## src/rtl/hazard_scoreboard_unit_pkg.sv

```systemverilog
// -----------------------------------------------------------------------------
// hazard_scoreboard_unit_pkg
// Shared encodings for the MIPS hazard unit: the opcode/funct values the hazard
// logic decodes, the hazard FSM state encoding, and a jump-decode helper.
// No ports (package).
// -----------------------------------------------------------------------------
package hazard_scoreboard_unit_pkg;

   localparam logic [5:0] OPCODE_R_TYPE = 6'h00;
   localparam logic [5:0] OPCODE_J      = 6'h02;
   localparam logic [5:0] OPCODE_JAL    = 6'h03;
   localparam logic [5:0] OPCODE_HALT   = 6'h3F;
   localparam logic [5:0] FUNC_JR       = 6'h08;
   localparam logic [5:0] FUNC_JALR     = 6'h09;

   typedef enum logic [1:0] {
      HZ_ST_RUN    = 2'b00,
      HZ_ST_DRAIN  = 2'b01,
      HZ_ST_HALTED = 2'b10
   } hz_state_t;

   // True for J, JAL and the register jumps JR/JALR (unqualified by valid).
   function automatic logic is_jump_op(input logic [5:0] opcode,
                                       input logic [5:0] funct);
      logic jump;
      jump = 1'b0;
      if ((opcode == OPCODE_J) || (opcode == OPCODE_JAL)) begin
         jump = 1'b1;
      end else if (opcode == OPCODE_R_TYPE) begin
         jump = (funct == FUNC_JR) || (funct == FUNC_JALR);
      end else begin
         jump = 1'b0;
      end
      return jump;
   endfunction

endpackage

```

## src/rtl/hazard_scoreboard_unit_load_scoreboard.sv

```systemverilog
// -----------------------------------------------------------------------------
// load_scoreboard
// One 4-bit countdown per architectural register tracking how many more
// bubbles a consumer of an in-flight load result must wait, plus a pending
// lookup for two read ports. A load currently in EX counts as pending for its
// destination in the same cycle, so the first bubble needs no stored state.
// Ports:
//   clk, rst_n              clock, asynchronous active-low reset
//   ex_valid, ex_mem_read   EX holds a real load
//   ex_rt                   load destination register
//   rd_a, rd_b              registers looked up by the two read ports
//   pend_a, pend_b          register has a load result still outstanding
// -----------------------------------------------------------------------------
module load_scoreboard #(
   parameter int REG_ADDR_W   = 5,
   parameter int LOAD_LATENCY = 1
) (
   input  logic                  clk,
   input  logic                  rst_n,
   input  logic                  ex_valid,
   input  logic                  ex_mem_read,
   input  logic [REG_ADDR_W-1:0] ex_rt,
   input  logic [REG_ADDR_W-1:0] rd_a,
   input  logic [REG_ADDR_W-1:0] rd_b,
   output logic                  pend_a,
   output logic                  pend_b
);
   import hazard_scoreboard_unit_pkg::*;

   localparam int NUM_REGS = 1 << REG_ADDR_W;
   localparam logic [REG_ADDR_W-1:0] REG_ZERO = {REG_ADDR_W{1'b0}};
   // After the EX cycle itself, LOAD_LATENCY-1 more bubbles remain.
   localparam logic [3:0] CNT_LOAD = 4'(LOAD_LATENCY - 1);

   logic [3:0] cnt_r [NUM_REGS];
   logic       load_ex_s;

   assign load_ex_s = ex_valid & ex_mem_read & (ex_rt != REG_ZERO);

   // Countdown array: a new load reloads its entry (winning over the decrement).
   always_ff @(posedge clk or negedge rst_n) begin
      if (!rst_n) begin
         for (int i = 0; i < NUM_REGS; i++) begin
            cnt_r[i] <= 4'd0;
         end
      end else begin
         for (int i = 0; i < NUM_REGS; i++) begin
            if (load_ex_s && (ex_rt == REG_ADDR_W'(i))) begin
               cnt_r[i] <= CNT_LOAD;
            end else if (cnt_r[i] != 4'd0) begin
               cnt_r[i] <= cnt_r[i] - 4'd1;
            end else begin
               cnt_r[i] <= cnt_r[i];
            end
         end
      end
   end

   assign pend_a = (rd_a != REG_ZERO) &
                   ((load_ex_s & (ex_rt == rd_a)) | (cnt_r[rd_a] != 4'd0));
   assign pend_b = (rd_b != REG_ZERO) &
                   ((load_ex_s & (ex_rt == rd_b)) | (cnt_r[rd_b] != 4'd0));

endmodule

```

## src/rtl/hazard_scoreboard_unit.sv

```systemverilog
// -----------------------------------------------------------------------------
// hazard_scoreboard_unit
// Hazard unit beside the ID stage: detects load-use hazards through a
// per-register scoreboard, resolves mispredict > stall > jump priority, drains
// the pipeline after HALT and keeps saturating stall/flush counters.
// Ports:
//   i_clk, i_rst_n                  clock, asynchronous active-low reset
//   i_id_*                          ID instruction: valid, rs/rt, use flags, opcode/funct
//   i_ex_valid/mem_read/rt          EX load information
//   i_ex_mispredict                 EX branch resolved mispredicted
//   o_stall, o_flush_if_id,
//   o_flush_id_ex, o_jump_redirect  pipeline control, valid in the same cycle
//   o_freeze, o_halted              HALT drain status
//   o_stall_count, o_flush_count    saturating performance counters
// -----------------------------------------------------------------------------
module hazard_scoreboard_unit #(
   parameter int REG_ADDR_W   = 5,
   parameter int LOAD_LATENCY = 1,
   parameter int DRAIN_DEPTH  = 3,
   parameter int CNT_W        = 32
) (
   input  logic                  i_clk,
   input  logic                  i_rst_n,
   input  logic                  i_id_valid,
   input  logic [REG_ADDR_W-1:0] i_id_rs,
   input  logic [REG_ADDR_W-1:0] i_id_rt,
   input  logic                  i_id_use_rs,
   input  logic                  i_id_use_rt,
   input  logic [5:0]            i_id_opcode,
   input  logic [5:0]            i_id_funct,
   input  logic                  i_ex_valid,
   input  logic                  i_ex_mem_read,
   input  logic [REG_ADDR_W-1:0] i_ex_rt,
   input  logic                  i_ex_mispredict,
   output logic                  o_stall,
   output logic                  o_flush_if_id,
   output logic                  o_flush_id_ex,
   output logic                  o_jump_redirect,
   output logic                  o_freeze,
   output logic                  o_halted,
   output logic [CNT_W-1:0]      o_stall_count,
   output logic [CNT_W-1:0]      o_flush_count
);
   import hazard_scoreboard_unit_pkg::*;

   localparam logic [3:0]       DRAIN_LOAD = 4'(DRAIN_DEPTH - 1);
   localparam logic [CNT_W-1:0] CNT_MAX    = {CNT_W{1'b1}};
   localparam logic [CNT_W-1:0] CNT_ONE    = {{(CNT_W-1){1'b0}}, 1'b1};

   logic       pend_rs_s;
   logic       pend_rt_s;
   logic       run_s;
   logic       hazard_s;
   logic       is_jump_s;
   logic       mis_eff_s;
   logic       halt_go_s;
   logic       stall_s;
   logic       flush_if_id_s;
   logic       flush_id_ex_s;
   logic       jump_redirect_s;
   hz_state_t  state_r;
   hz_state_t  state_nxt_s;
   logic [3:0] drain_cnt_r;
   logic [3:0] drain_nxt_s;

   load_scoreboard #(
      .REG_ADDR_W   (REG_ADDR_W),
      .LOAD_LATENCY (LOAD_LATENCY)
   ) u_load_scoreboard (
      .clk         (i_clk),
      .rst_n       (i_rst_n),
      .ex_valid    (i_ex_valid),
      .ex_mem_read (i_ex_mem_read),
      .ex_rt       (i_ex_rt),
      .rd_a        (i_id_rs),
      .rd_b        (i_id_rt),
      .pend_a      (pend_rs_s),
      .pend_b      (pend_rt_s)
   );

   assign run_s     = (state_r == HZ_ST_RUN);
   assign hazard_s  = i_id_valid & ((i_id_use_rs & pend_rs_s) | (i_id_use_rt & pend_rt_s));
   assign is_jump_s = i_id_valid & is_jump_op(i_id_opcode, i_id_funct);
   // Once HALT has left ID nothing older can still mispredict.
   assign mis_eff_s = i_ex_mispredict & run_s;
   // A HALT that is itself stalled or squashed must not start the drain.
   assign halt_go_s = run_s & i_id_valid & (i_id_opcode == OPCODE_HALT) &
                      ~mis_eff_s & ~hazard_s;

   // Control priority: mispredict over load-use stall over jump redirect.
   always_comb begin
      stall_s         = 1'b0;
      flush_if_id_s   = 1'b0;
      flush_id_ex_s   = 1'b0;
      jump_redirect_s = 1'b0;
      if (!run_s) begin
         stall_s         = 1'b0;
      end else if (mis_eff_s) begin
         flush_if_id_s   = 1'b1;
         flush_id_ex_s   = 1'b1;
      end else if (hazard_s) begin
         // A JR/JALR waiting on a load stalls here rather than redirecting.
         stall_s         = 1'b1;
      end else if (is_jump_s) begin
         jump_redirect_s = 1'b1;
         flush_if_id_s   = 1'b1;
      end else begin
         stall_s         = 1'b0;
      end
   end

   // FSM state and drain counter registers.
   always_ff @(posedge i_clk or negedge i_rst_n) begin
      if (!i_rst_n) begin
         state_r     <= HZ_ST_RUN;
         drain_cnt_r <= 4'd0;
      end else begin
         state_r     <= state_nxt_s;
         drain_cnt_r <= drain_nxt_s;
      end
   end

   // FSM next state: RUN -> DRAIN on an accepted HALT, DRAIN counts down to HALTED.
   always_comb begin
      state_nxt_s = state_r;
      drain_nxt_s = drain_cnt_r;
      case (state_r)
         HZ_ST_RUN: begin
            if (halt_go_s) begin
               state_nxt_s = HZ_ST_DRAIN;
               drain_nxt_s = DRAIN_LOAD;
            end else begin
               state_nxt_s = HZ_ST_RUN;
            end
         end
         HZ_ST_DRAIN: begin
            if (drain_cnt_r == 4'd0) begin
               state_nxt_s = HZ_ST_HALTED;
            end else begin
               drain_nxt_s = drain_cnt_r - 4'd1;
            end
         end
         HZ_ST_HALTED: begin
            state_nxt_s = HZ_ST_HALTED;
         end
         default: begin
            state_nxt_s = HZ_ST_RUN;
            drain_nxt_s = 4'd0;
         end
      endcase
   end

   // Outputs are held low while reset is asserted, whatever the inputs do.
   assign o_stall         = i_rst_n & stall_s;
   assign o_flush_if_id   = i_rst_n & flush_if_id_s;
   assign o_flush_id_ex   = i_rst_n & flush_id_ex_s;
   assign o_jump_redirect = i_rst_n & jump_redirect_s;
   assign o_freeze        = i_rst_n & (state_r != HZ_ST_RUN);
   assign o_halted        = i_rst_n & (state_r == HZ_ST_HALTED);

   // Saturating stall and flush event counters.
   always_ff @(posedge i_clk or negedge i_rst_n) begin
      if (!i_rst_n) begin
         o_stall_count <= {CNT_W{1'b0}};
         o_flush_count <= {CNT_W{1'b0}};
      end else begin
         if (o_stall && (o_stall_count != CNT_MAX)) begin
            o_stall_count <= o_stall_count + CNT_ONE;
         end else begin
            o_stall_count <= o_stall_count;
         end
         if (o_flush_if_id && (o_flush_count != CNT_MAX)) begin
            o_flush_count <= o_flush_count + CNT_ONE;
         end else begin
            o_flush_count <= o_flush_count;
         end
      end
   end

endmodule

```

## config.mk

```make
export PLATFORM = sky130hd
export DESIGN_NAME = hazard_scoreboard_unit
export DESIGN_NICKNAME = d
export VERILOG_FILES = /design/src/rtl/hazard_scoreboard_unit_pkg.sv /design/src/rtl/hazard_scoreboard_unit_load_scoreboard.sv /design/src/rtl/hazard_scoreboard_unit.sv
export SDC_FILE = /design/constraint.sdc
export NUM_CORES = 1
export LEC_CHECK = 0
export CORE_MARGIN = 2
export CORE_UTILIZATION = 51
export CTS_BUF_LIST = sky130_fd_sc_hd__clkbuf_16
export CTS_CLUSTER_SIZE = 20
export DETAILED_ROUTE_END_ITERATION = 8
export DONT_BUFFER_PORTS = 1
export GPL_TIMING_DRIVEN = 0
export MAX_ROUTING_LAYER = met4
export PLACE_DENSITY = 0.74
export SLEW_MARGIN = 30
export SYNTH_ARGS = -nofsm -noshare
export SYNTH_HDL_FRONTEND = slang
export SYNTH_HIERARCHICAL = 1
export SYNTH_SLANG_ARGS = --single-unit
```

## constraint.sdc

```tcl
create_clock -name i_clk -period 3.1 [get_ports i_clk]
set_input_delay 0.62 -clock i_clk [delete_from_list [all_inputs] [get_ports i_clk]]
set_output_delay 0.62 -clock i_clk [all_outputs]
set_load 0.01 [all_outputs]
```

==> results.ini <==
[final_layout]
area_growth_pct = 16.7
seq_area_um2 = 4970
post_route_cells_drive_above_1_share_pct = 14.2
diodes = 0
final_area_um2 = 13400
utilization_pct = 61.0
multiInputGateArea_um2 = 6600
finalNetCount = 1377
nFillCells = 1805

[pwr]
power_density_nw_per_um2 = 812
p_sw_w = 0.00408
p_sw_share_pct = 37.5
intPower_w = 0.00679
pwr-share-clk_pct = 22.3
power_frac_comb_pct = 36.6
p_leak_nw = 5.87
power.share.sequential_pct = 41.1
peakVddDrop_v = 0.000489

[sta]
fin_crit_sh_pct = 121
setup_viol = 35
whs_ns = -0.123
finalClockSkew_ns = 0.0162
finalMaxSlewViolations = 0
tightest_slew_ns = 0.740
post-route-worst-setup-slack_ns = -0.650
max_freq_mhz = 267
hold_viol = 138
fin_crit_ns = 3.75
slew_headroom_pct = 50.2
tns_ns = -10.94
rsz0062_at_grt = yes

[global_routing]
grt_pass1_wl_um = 43100
grt_max_degree = 204
grt_pass1_vias = 8991
antenna_found_initial = 0
grt_overflow = 0
grt_usage_pct = 22.9

[synth]
async_flop_share_pct = 100
syn_area_per_cell_um2 = 9.43
synthCells = 1217
yosysTopAreaCellShare_pct = 43.2
yosys_most_used_dff = dfrtp_1
syn_nets = 1322
synth_commonest_cells = dfrtp_1, nor2_1, xnor2_1
yosys_warnings = 6
synth_edf_count = 0
synthTopCellsByArea = dfrtp_1, ha_1, xnor2_1
synth_area_leader_cell = dfrtp_1
ys_types = 55
synthesis.area_um2 = 11500
synth_seq_cells = 198
yosys.cell_count.top_type = dfrtp_1
seq_area_frac_synth_pct = 43.2

[drt]
met2_wirelength_um = 12200
vias = 8985
met3_length_um = 1210
drt_iter0_markers = 670
totalWireLength_um = 25600
avgRoutedWirePerCell_um = 16.4
met1_length_um = 11700
vias_per_cell = 5.74
route.detailed.drc = 0
first_pass_iters = 5
top_layer_used = met4
ant_nets = 0

[worst_setup_path]
cp-end-kind = output port
worstPathArrival_ns = 3.13
r2r-start = u_load_scoreboard/cnt_r[50]
path_class = reg2out
crit_fanout = 3
cp-start-kind = flop
cp_data_required_time_ns = 2.48
critPathLaunch = u_load_scoreboard/cnt_r[50]
ff2ff_path_depth = 14

[die]
design.die.area_um2 = 23700
die_w_um = 154
initial_core_util_pct = 52.3
fp-row-count = 54
core-area_um2 = 22000
ios = 105
die_h_um = 154

[clock_tree]
cts_made_buffers = 17
root_buffer = clkbuf_16
clk_pin_slew_ns = 0.08
clk_latency_ns = 0.44
clk_path_buf_depth = 2
cts_sinks = 198
htree_levels = 4
cts_tree = yes

[run_status]
status = complete, but fails checks
violations = hold timing, setup timing

[placed_design]
gp_congestion = 0.922
place_area_um2 = 11800
io_buffers = 0
hpwl_um = 17600

[worst_hold_path]
min_path_type = in2async

[run]
drv_cap = 0

==> cells by family after synthesis <==
logic type | count (synthesis) | synth area share, %
and+or+nand+nor | 561 | 26.3
AOI/OAI and AO/OA | 142 | 7.72
muxes | 35 | 3.77
buffers and inverters | 109 | 3.67
adders and majority gates | 70 | 7.63
xor gates and xnor gates | 102 | 7.78
DFF | 198 | 43.2
==> final timing paths <==
kind | endpoint | slack, ns
setup / recovery | o_jump_redirect | -0.65
hold / removal | u_load_scoreboard/cnt_r[73] | -0.12
setup reg to reg | drain_cnt_r[2] | -0.47
hold reg to reg | u_load_scoreboard/cnt_r[124] | 0.52
max in group asynchronous | o_stall_count[22] | 2.71
min in group i_clk | u_load_scoreboard/cnt_r[124] | 0.52
==> cells in the final DEF, fill, tap and decap left out, types with 8 or more instances in the layout <==
cell type	n
dfrtp_1	188
nor2_1	175
inv_1	85
xnor2_1	83
a21oi_1	72
ha_1	70
nand2b_1	52
nand2_1	44
nor3_1	37
nand4_1	33
nand3_1	30
a211oi_1	29
or3_1	27
nand3b_1	27
buf_4	24
mux2i_1	23
and3_1	18
or2_2	18
clkbuf_16	17
xor2_1	14
nor4_4	13
clkbuf_1	12
nor4_1	10
nand3_2	10
o21ai_0	10
dfrtp_2	10
and4_1	9
buf_6	8
nor4_2	8
==> power by group through the flow <==
| stage | Combinational, W | Clock [W] | Sequential [W] |
|---|---|---|---|
| 2_1_floorplan | 0.00302 | 0 | 0.00412 |
| 3_3_place_gp | 0.00344 | 0 | 0.00427 |
| 3_5_place_dp | 0.00363 | 0 | 0.00432 |
| 5_1_grt | 0.00455 | 0.00260 | 0.00460 |
| 6_report | 0.00398 | 0.00243 | 0.00447 |
| 4_1_cts | 0.00390 | 0.00250 | 0.00444 |
==> metal layers <==
layer | track usage [%] | up-vias
met2 | 35.9 | 215
li1 | - | 4346
met1 | 29.7 | 4385
met3 | 4.54 | 39
met5 | - | -
met4 | 8.23 | 0
==> per-stage QoR <==
stage	worst slack, ns	hold slack (ns)	instances	power, W
after global placement	-0.742	0.329	1497	0.00772
after floorplan	0.0141	0.324	1217	0.00714
after CTS	-0.563	-0.150	1557	0.0108
after global routing	-0.769	-0.158	1565	0.0118
after detailed placement	-0.736	0.329	1497	0.00795
final	-0.650	-0.123	1565	0.0109
==> registers in the layout, indices dropped and copies added, names as in the netlist <==
register	cells
o_stall_count	32
u_load_scoreboard/cnt_r	128
state_r	2
o_flush_count	32
drain_cnt_r	4
==> worst max-delay path, cell delays in order (launching register included) <==
cell and delay [ns]:
dfrtp_2 0.44, nor4_4 0.39, a21oi_2 0.10, a2111oi_2 0.38, a31oi_1 0.10, o221ai_1 0.26, a21oi_2 0.15, a22oi_2 0.32
buf_4 0.19, nand2_4 0.05, nor3_4 0.30
==> cell type report <==
type                       instances  area share [%]
clock buffer                      17            3.18
sequential                       198            37.1
timing repair buffer              36            2.66
inverter                          87            2.46
multi-input combinational        910            49.3
buffer                            22           0.906
clock inverter                    15            1.78
tap                              280            2.62
==> timing repair <==
item | in CTS | in global routing
pin swaps | 36 | 31
endpoints found under the setup margin | 69 | 65
setup buffers | 25 | 12
gates resized for setup | 82 | 39
endpoints found under the hold margin | 198 | 198
gates cloned | 3 | 1
(Power assumes the default switching activity.)
